**src/rtl/hsmc_tx_serializer.sv**
```systemverilog
// Four-lane HSMC transmit serializer: one 32-bit word per 8*BIT_DIV-cycle frame, IDLE_BYTE fill on underrun.
// Optional post-reset training sequence (TRAIN_FRAMES frames of 8'hA5) is built only when HSMC_TX_TRAINING_EN is defined.
module hsmc_tx_serializer #(
    parameter int unsigned BIT_DIV      = 4,
    parameter logic [7:0]  IDLE_BYTE    = 8'hBC,
    parameter int unsigned TRAIN_FRAMES = 16
) (
    input  logic        OSC_50_B8A,
    input  logic        RESET_n,
    input  logic [31:0] data_in,
    input  logic        data_valid,
    output logic        data_ready,
    output logic [3:0]  HSMC_TX_p,
    output logic        frame_start,
    output logic [7:0]  underrun_cnt
);

    localparam int unsigned LANES  = 4;
    localparam int unsigned BYTE_W = 8;
    localparam int unsigned DIV_W  = 8;
    localparam logic [DIV_W-1:0] DIV_RELOAD = DIV_W'(BIT_DIV - 1);

    localparam logic [1:0] ST_IDLE = 2'd1;
    localparam logic [1:0] ST_DATA = 2'd2;
`ifdef HSMC_TX_TRAINING_EN
    localparam logic [1:0]        ST_TRAIN    = 2'd0;
    localparam logic [BYTE_W-1:0] TRAIN_BYTE  = 8'hA5;
    localparam logic [7:0]        TRAIN_LAST  = 8'(TRAIN_FRAMES - 1);
    localparam logic [BYTE_W-1:0] FIRST_BYTE  = TRAIN_BYTE;
    localparam logic [1:0]        RESET_STATE = ST_TRAIN;
`else
    localparam logic [BYTE_W-1:0] FIRST_BYTE  = IDLE_BYTE;
    localparam logic [1:0]        RESET_STATE = ST_IDLE;
`endif

    if (BIT_DIV < 1 || BIT_DIV > 255 || TRAIN_FRAMES < 1 || TRAIN_FRAMES > 255) begin : g_bad_params
        $error("hsmc_tx_serializer: BIT_DIV and TRAIN_FRAMES must lie in 1..255");
    end

    logic [DIV_W-1:0]                  div_cnt;
    logic [2:0]                        bit_idx;
    logic [LANES-1:0][BYTE_W-1:0]      shift;
    logic [LANES-1:0][BYTE_W-1:0]      shift_nxt;
    logic [LANES-1:0][BYTE_W-1:0]      hold_reg;
    logic                              hold_full;
    logic                              hold_full_nxt;
    logic                              ready_nxt;
    logic [1:0]                        state;
    logic [1:0]                        state_nxt;
    logic                              seen_data;
    logic                              seen_nxt;
    logic [7:0]                        under_nxt;
    logic                              started;
    logic                              bit_tick;
    logic                              boundary;
    logic                              accept;
`ifdef HSMC_TX_TRAINING_EN
    logic [7:0]                        train_left;
    logic [7:0]                        train_left_nxt;
`endif

    assign bit_tick = (div_cnt == '0);
    assign boundary = bit_tick && (bit_idx == 3'd7);
    assign accept   = data_valid && data_ready;

    // Lane outputs are the MSB of each lane's shift register.
    always_comb begin
        for (int i = 0; i < int'(LANES); i++) begin
            HSMC_TX_p[i] = shift[i][BYTE_W-1];
        end
    end

    // Next-state: frame loads at boundaries, shifting on other bit ticks, buffer and counters.
    always_comb begin
        shift_nxt     = shift;
        hold_full_nxt = hold_full;
        state_nxt     = state;
        seen_nxt      = seen_data;
        under_nxt     = underrun_cnt;
`ifdef HSMC_TX_TRAINING_EN
        train_left_nxt = train_left;
`endif
        if (accept) begin
            hold_full_nxt = 1'b1;
        end
        if (boundary) begin
            if (state == ST_DATA) begin
                seen_nxt = 1'b1;
            end
`ifdef HSMC_TX_TRAINING_EN
            if (state == ST_TRAIN && train_left != 8'd0) begin
                shift_nxt      = {LANES{TRAIN_BYTE}};
                train_left_nxt = train_left - 8'd1;
            end else
`endif
            if (hold_full) begin
                shift_nxt     = hold_reg;
                hold_full_nxt = 1'b0;
                state_nxt     = ST_DATA;
            end else begin
                shift_nxt = {LANES{IDLE_BYTE}};
                state_nxt = ST_IDLE;
                if ((seen_data || state == ST_DATA) && underrun_cnt != 8'hFF) begin
                    under_nxt = underrun_cnt + 8'd1;
                end
            end
        end else if (bit_tick) begin
            for (int i = 0; i < int'(LANES); i++) begin
                shift_nxt[i] = {shift[i][BYTE_W-2:0], 1'b0};
            end
        end
`ifdef HSMC_TX_TRAINING_EN
        ready_nxt = (state_nxt != ST_TRAIN) && !hold_full_nxt;
`else
        ready_nxt = !hold_full_nxt;
`endif
    end

    // State register.
    always_ff @(posedge OSC_50_B8A or negedge RESET_n) begin
        if (!RESET_n) begin
            state <= RESET_STATE;
        end else begin
            state <= state_nxt;
        end
    end

    // Datapath registers.
    always_ff @(posedge OSC_50_B8A or negedge RESET_n) begin
        if (!RESET_n) begin
            div_cnt      <= DIV_RELOAD;
            bit_idx      <= 3'd0;
            shift        <= {LANES{FIRST_BYTE}};
            hold_reg     <= '0;
            hold_full    <= 1'b0;
            data_ready   <= 1'b0;
            seen_data    <= 1'b0;
            underrun_cnt <= 8'd0;
            frame_start  <= 1'b0;
            started      <= 1'b0;
`ifdef HSMC_TX_TRAINING_EN
            train_left   <= TRAIN_LAST;
`endif
        end else begin
            div_cnt      <= bit_tick ? DIV_RELOAD : div_cnt - DIV_W'(1);
            if (bit_tick) begin
                bit_idx <= bit_idx + 3'd1;
            end
            if (accept) begin
                hold_reg <= data_in;
            end
            shift        <= shift_nxt;
            hold_full    <= hold_full_nxt;
            data_ready   <= ready_nxt;
            seen_data    <= seen_nxt;
            underrun_cnt <= under_nxt;
            frame_start  <= boundary || !started;
            started      <= 1'b1;
`ifdef HSMC_TX_TRAINING_EN
            train_left   <= train_left_nxt;
`endif
        end
    end

endmodule

```
**config.mk**
```make
export PLATFORM = sky130hd
export DESIGN_NAME = hsmc_tx_serializer
export DESIGN_NICKNAME = d
export VERILOG_FILES = /design/src/rtl/hsmc_tx_serializer.sv
export SDC_FILE = /design/constraint.sdc
export NUM_CORES = 1
export LEC_CHECK = 0
export CAP_MARGIN = 20
export CORE_MARGIN = 1
export CORE_UTILIZATION = 50
export CTS_CLUSTER_SIZE = 40
export DETAILED_ROUTE_END_ITERATION = 8
export PLACE_DENSITY_LB_ADDON = 0.15
export SYNTH_ARGS = -nofsm -noshare
export SYNTH_HDL_FRONTEND = slang
export SYNTH_SLANG_ARGS = --single-unit
```
**constraint.sdc**
```tcl
create_clock -name OSC_50_B8A -period 1.9 [get_ports OSC_50_B8A]
set_input_delay 0.19 -clock OSC_50_B8A [delete_from_list [all_inputs] [get_ports OSC_50_B8A]]
set_output_delay 0.19 -clock OSC_50_B8A [all_outputs]
set_load 0.005 [all_outputs]
```
==> reports/results.txt, run 1 <==
# Max-Cap Violations - 0
crit end category - flip-flop
Reg clk slew, reported paths - 0.10 ns
count of mapped cells out of synthesis - 351
synthesized area per cell - 11.2 sq um
Reg2Reg Depth - 6
sequential cell area - 0.00228 sq mm
PortBufs - 48
predominant post-synthesis flop cell - dfrtp_1
die area - 0.00825 sq mm
CP Data Arrival Time - 2.01 ns
DIE HEIGHT - 90.8 microns
initial core utilization - 51.3%
antenna-violating nets left - 0
synth top area cells - dfrtp_1, dfstp_2, mux2_2
placed cell area - 0.00456 sq mm
area grow syn2layout - 20.8%
initial antenna violation count - 0
Mapped Nets - 391
num ports - 49
Worst Clk Skew - 0.0171 ns
Root Buffer - clkbuf_8
commonest non-fill, non-tap cell in the layout - dfrtp_1
setup_tns - 0 ns
CP required - 2.15 ns
RSZ-0062 raised after global routing - no
crit-path max FO - 5
Final Util - 62.0%
Tcrit/Tclk final - 93.0%
VDD IR max - 0.444 mV
Hold Fails Final Rpt - 0
vias in the first global route - 2532
CTS tree - yes
Max Slew Vio Count - 0
yosys warns - 0
# DRC - 0
# setup viols final - 0
synthesized flop and latch total - 90
Die Wd - 90.8 microns
first-pass GRT wire length - 12200 microns
biggest area consumer among synthesized cells - dfrtp_1
PwrDens - 908 mW/mm^2
clk_lat worst skew - 0.37 ns
drt first pass iters - 4
Wirelength per Cell - 13.7 microns
worst hold path class - in2async
Tot Pwr - 0.00433 W
GRT Util Overall - 18.6%
post-route cell area - 0.00476 sq mm
Setup CP Type - reg2reg
f_max - 566 MHz
Core Rows - 32
top cell type's share of synthesized area - 42.5%
sequential share of the synthesized area - 57.8%
post-layout min period - 1.77 ns
total number of vias - 2576
outcome - complete, no violations
crit path launch type - flip-flop
maximum clock insertion buffer count - 2
final-layout fill cell count - 656
grt total ovfl - 0
layout cells sized above 1 - 24.9%
largest net degree at the start of global routing - 41
most frequent cells in the layout - dfrtp_1, o21ai_0, nand2_1, clkdlybuf4s50_1, mux2_2
origin of the critical flop-to-flop path - div_cnt[0]
Leak - 1.97 nW
R2R Setup Slk - 0.13 ns
EDFF count, synth - 0
RR Endpoint - state[1]
diodes inserted - 0
H-tree levels - 3
Final nets - 437
asr flop ratio synth - 100%
GPL Wtd Cong - 0.739
CORE AREA - 0.00769 sq mm
Mapped Area - 0.00394 sq mm
CTS sink count - 90
multi-input combinational cell area - 0.00155 sq mm
max reg flops - 32
synth unique cells - 34
drt total wl - 6920 microns
DP HPWL - 4520 microns
DR vias/cell - 5.11
Inserted Clock Buffers - 9
first-iteration detailed-routing DRC count - 170
-- layer usage --
layer	routed length (microns)	part of all wire [%]	track usage [%]
met4	102	1.5	7.41
met5	0	0	0
met2	3150	45	27.7
met1	3380	49	26.4
met3	291	4.2	4.63
-- where the power goes --
group	switching [W]	leakage [nW]	internal [W]
logic	0.000230	0.813	0.000444
clock network	0.000676	0.0927	0.000472
registers	0.000176	1.07	0.00233
-- worst max path at each step --
stage / slack [ns] / end / depth (start not counted) / start
2_1_floorplan: 0.07 / underrun_cnt[1] / 6 / bit_idx[0]
6_report: 0.13 / state[1] / 6 / div_cnt[0]
3_5_place_dp: 0.01 / underrun_cnt[1] / 6 / div_cnt[0]
4_1_cts: 0.05 / underrun_cnt[1] / 6 / bit_idx[0]
5_1_grt: 0.008 / underrun_cnt[1] / 6 / div_cnt[0]
3_3_place_gp: 0.08 / underrun_cnt[1] / 6 / div_cnt[0]
-- critical path, stage by stage, from the launching register on --
cell and delay, ns:
dfstp_2 0.56, inv_1 0.06, ha_1 0.21, nor3b_4 0.16, buf_4 0.15, nand3_1 0.16, mux2_2 0.35
-- kinds of logic after synthesis --
logic type	count (synthesis)	synth area share (%)
xor gates and xnor gates	9	2.00
DFF	90	57.8
adders and majority gates	5	1.59
muxes	36	10.3
buffers and inverters	31	3.33
other	1	0.0951
and+or+nand+nor	112	15.2
AOI/OAI and AO/OA	67	9.68
-- layout make-up --
class | count | share of cell area [%]
Clock buffer | 9 | 2.60
Clock inverter | 7 | 0.972
Inverter | 5 | 0.394
Multi-Input combinational cell | 230 | 32.5
Sequential cell | 90 | 47.9
Tap cell | 102 | 2.68
Timing Repair Buffer | 61 | 13.0
-- Yosys cell counts, types with 7 or more instances --
master and number:
a31oi_1 8, clkbuf_1 21, dfrtp_1 67, dfstp_2 23
mux2_2 36, nand2_1 48, nand3_1 10, nand3b_1 19
nor2_1 7, nor2b_1 10, nor3_1 7, o21ai_0 53
-- per-stage QoR --
step           cells  worst slack, ns  hold slack (ns)
6_report         504            0.134            0.301
4_1_cts          504           0.0456            0.310
5_1_grt          504          0.00823            0.329
3_3_place_gp     486           0.0843            0.164
2_1_floorplan    351           0.0652           -0.106
3_5_place_dp     486           0.0117            0.162
-- repair_timing --
action	4_1_cts	5_1_grt
gates resized for setup	0	4
hold buffers	1	0
endpoints found under the setup margin	1	5
endpoints found under the hold margin	16	0
setup buffers	1	0
Power figures use the tool's default switching activity.
==> run 2, diff against run 1 <==
- HOLD_SLACK_MARGIN: not set -> 0.03
==> results of run 2 <==
Final layout, timing and power as in run 1 (identical DEF).
==> run 3, diff against run 2 <==
- CORE_MARGIN: 1 -> not set
- CTS_BUF_LIST: not set -> sky130_fd_sc_hd__clkbuf_16
==> reports/results.txt, run 3 (synthesis results as in run 1) <==
outcome - complete, no violations
initial core utilization - 51.3%
RSZ-0062 raised after global routing - no
Core Rows - 32
Wirelength per Cell - 13.8 microns
CTS tree - yes
Setup WS pre-CTS - 0.0117 ns
CP Data Arrival Time - 1.98 ns
commonest non-fill, non-tap cell in the layout - dfrtp_1
origin of the critical flop-to-flop path - div_cnt[0]
CP required - 2.11 ns
sw frac - 23.4%
total number of vias - 2601
sequential fraction of design power - 52.5%
area grow syn2layout - 23.4%
Clock power frac - 33.3%
crit-path max cell delay - 0.55 ns
Hold Fails Final Rpt - 0
Worst Clk Skew - 0.0115 ns
crit-path max FO - 5
initial antenna violation count - 0
Inserted Clock Buffers - 9
max reg flops - 32
final setup margin - 0.136 ns
Root Buffer - clkbuf_16
Comb power frac - 14.1%
Reg clk slew, reported paths - 0.07 ns
Tcrit/Tclk final - 92.8%
drt first pass iters - 4
most frequent cells in the layout - dfrtp_1, o21ai_0, nand2_1, clkdlybuf4s50_1, mux2_2
Reg2Reg Depth - 6
vias in the first global route - 2570
Leak - 2.02 nW
antenna-violating nets left - 0
layout cells sized above 1 - 24.9%
diodes inserted - 0
Setup CP Type - reg2reg
Psw - 0.00111 W
grt total ovfl - 0
post-layout min period - 1.76 ns
DR vias/cell - 5.16
clk_lat worst skew - 0.34 ns
# DRC - 0
f_max - 567 MHz
worst hold path class - in2async
# setup viols final - 0
num ports - 49
GRT Util Overall - 18.7%
placed cell area - 0.00456 sq mm
Die Wd - 90.8 microns
die area - 0.00825 sq mm
post-route cell area - 0.00487 sq mm
DP HPWL - 4520 microns
RR Endpoint - state[1]
CORE AREA - 0.00769 sq mm
first-pass GRT wire length - 12300 microns
setup_tns - 0 ns
P_int - 0.00366 W
Max Slew Vio Count - 0
Final nets - 437
cells along the critical path - inv_1 -> ha_1 -> nor3b_4 -> buf_4 -> nand3_1 -> mux2_2
crit end category - flip-flop
R2R Setup Slk - 0.14 ns
first-iteration detailed-routing DRC count - 171
CTS sink count - 90
largest net degree at the start of global routing - 41
DIE HEIGHT - 90.8 microns
H-tree levels - 3
# Max-Cap Violations - 0
crit path launch type - flip-flop
maximum clock insertion buffer count - 2
drt total wl - 6950 microns
PortBufs - 48
GPL Wtd Cong - 0.739
PwrDens - 980 mW/mm^2
VDD IR max - 0.507 mV
slowest CP cell - dfstp_2
## run 3: final cells by class
cell class              count  area (sq um)
fillers                   637          2820
well taps                 102           128
clock buffers               9           225
clock inverters             7          46.3
multi-input cells         230          1550
flip-flops and latches     90          2280
inverters                   5          18.8
repair buffers             61           619
## run 3: how the worst max path moves through the flow
stage | cells past startpoint | startpoint | slack, ns | to
global placement | 6 | div_cnt[0] | 0.08 | underrun_cnt[1]
CTS | 6 | bit_idx[0] | 0.05 | underrun_cnt[1]
floorplan | 6 | bit_idx[0] | 0.07 | underrun_cnt[1]
global route | 6 | div_cnt[0] | 0.003 | underrun_cnt[1]
detailed placement | 6 | div_cnt[0] | 0.01 | underrun_cnt[1]
finish | 6 | div_cnt[0] | 0.14 | state[1]
## run 3: metrics by stage
step           total power (W)  instances  utilization, %  hold WS (ns)
6_report               0.00477        504            63.3         0.335
4_1_cts                0.00484        504            63.1         0.352
2_1_floorplan          0.00296        351               -        -0.106
3_5_place_dp           0.00323        486            59.3         0.162
3_3_place_gp           0.00320        486            59.3         0.164
5_1_grt                0.00503        504            63.3         0.376
## run 3: power by group through the flow
stage                     sequential, W  combinational (W)  clock [W]
after floorplan                 0.00248           0.000485          0
after global placement          0.00254           0.000659          0
after detailed placement        0.00255           0.000685          0
after CTS                       0.00251           0.000688    0.00164
after global routing            0.00256           0.000751    0.00172
final                           0.00251           0.000674    0.00159
## run 3: worst max-delay path, delay by kind of cell, from the launching register on
family	cells	cell delay [ns]
adder cells (fa/ha/maj)	1	0.21
buffers and inverters	2	0.21
flip-flops	1	0.55
multiplexers	1	0.35
AND/OR/NAND/NOR	2	0.32
## run 3: what timing repair did
action / 4_1_cts / 5_1_grt
endpoints found under the hold margin: 16 / 0
setup buffers: 1 / 0
endpoints found under the setup margin: 1 / 7
hold buffers: 1 / 0
cloned: 0 / 0
gates resized for setup: 0 / 4
## run 3: routing by layer
metal	wire length, microns	up-vias	share of wire, %	track usage, %
met2	3220	54	46	28.3
li1	-	1299	-	-
met1	3340	1236	48	26.6
met3	283	12	4.1	3.62
met5	0	-	0	0
met4	108	0	1.6	7.54
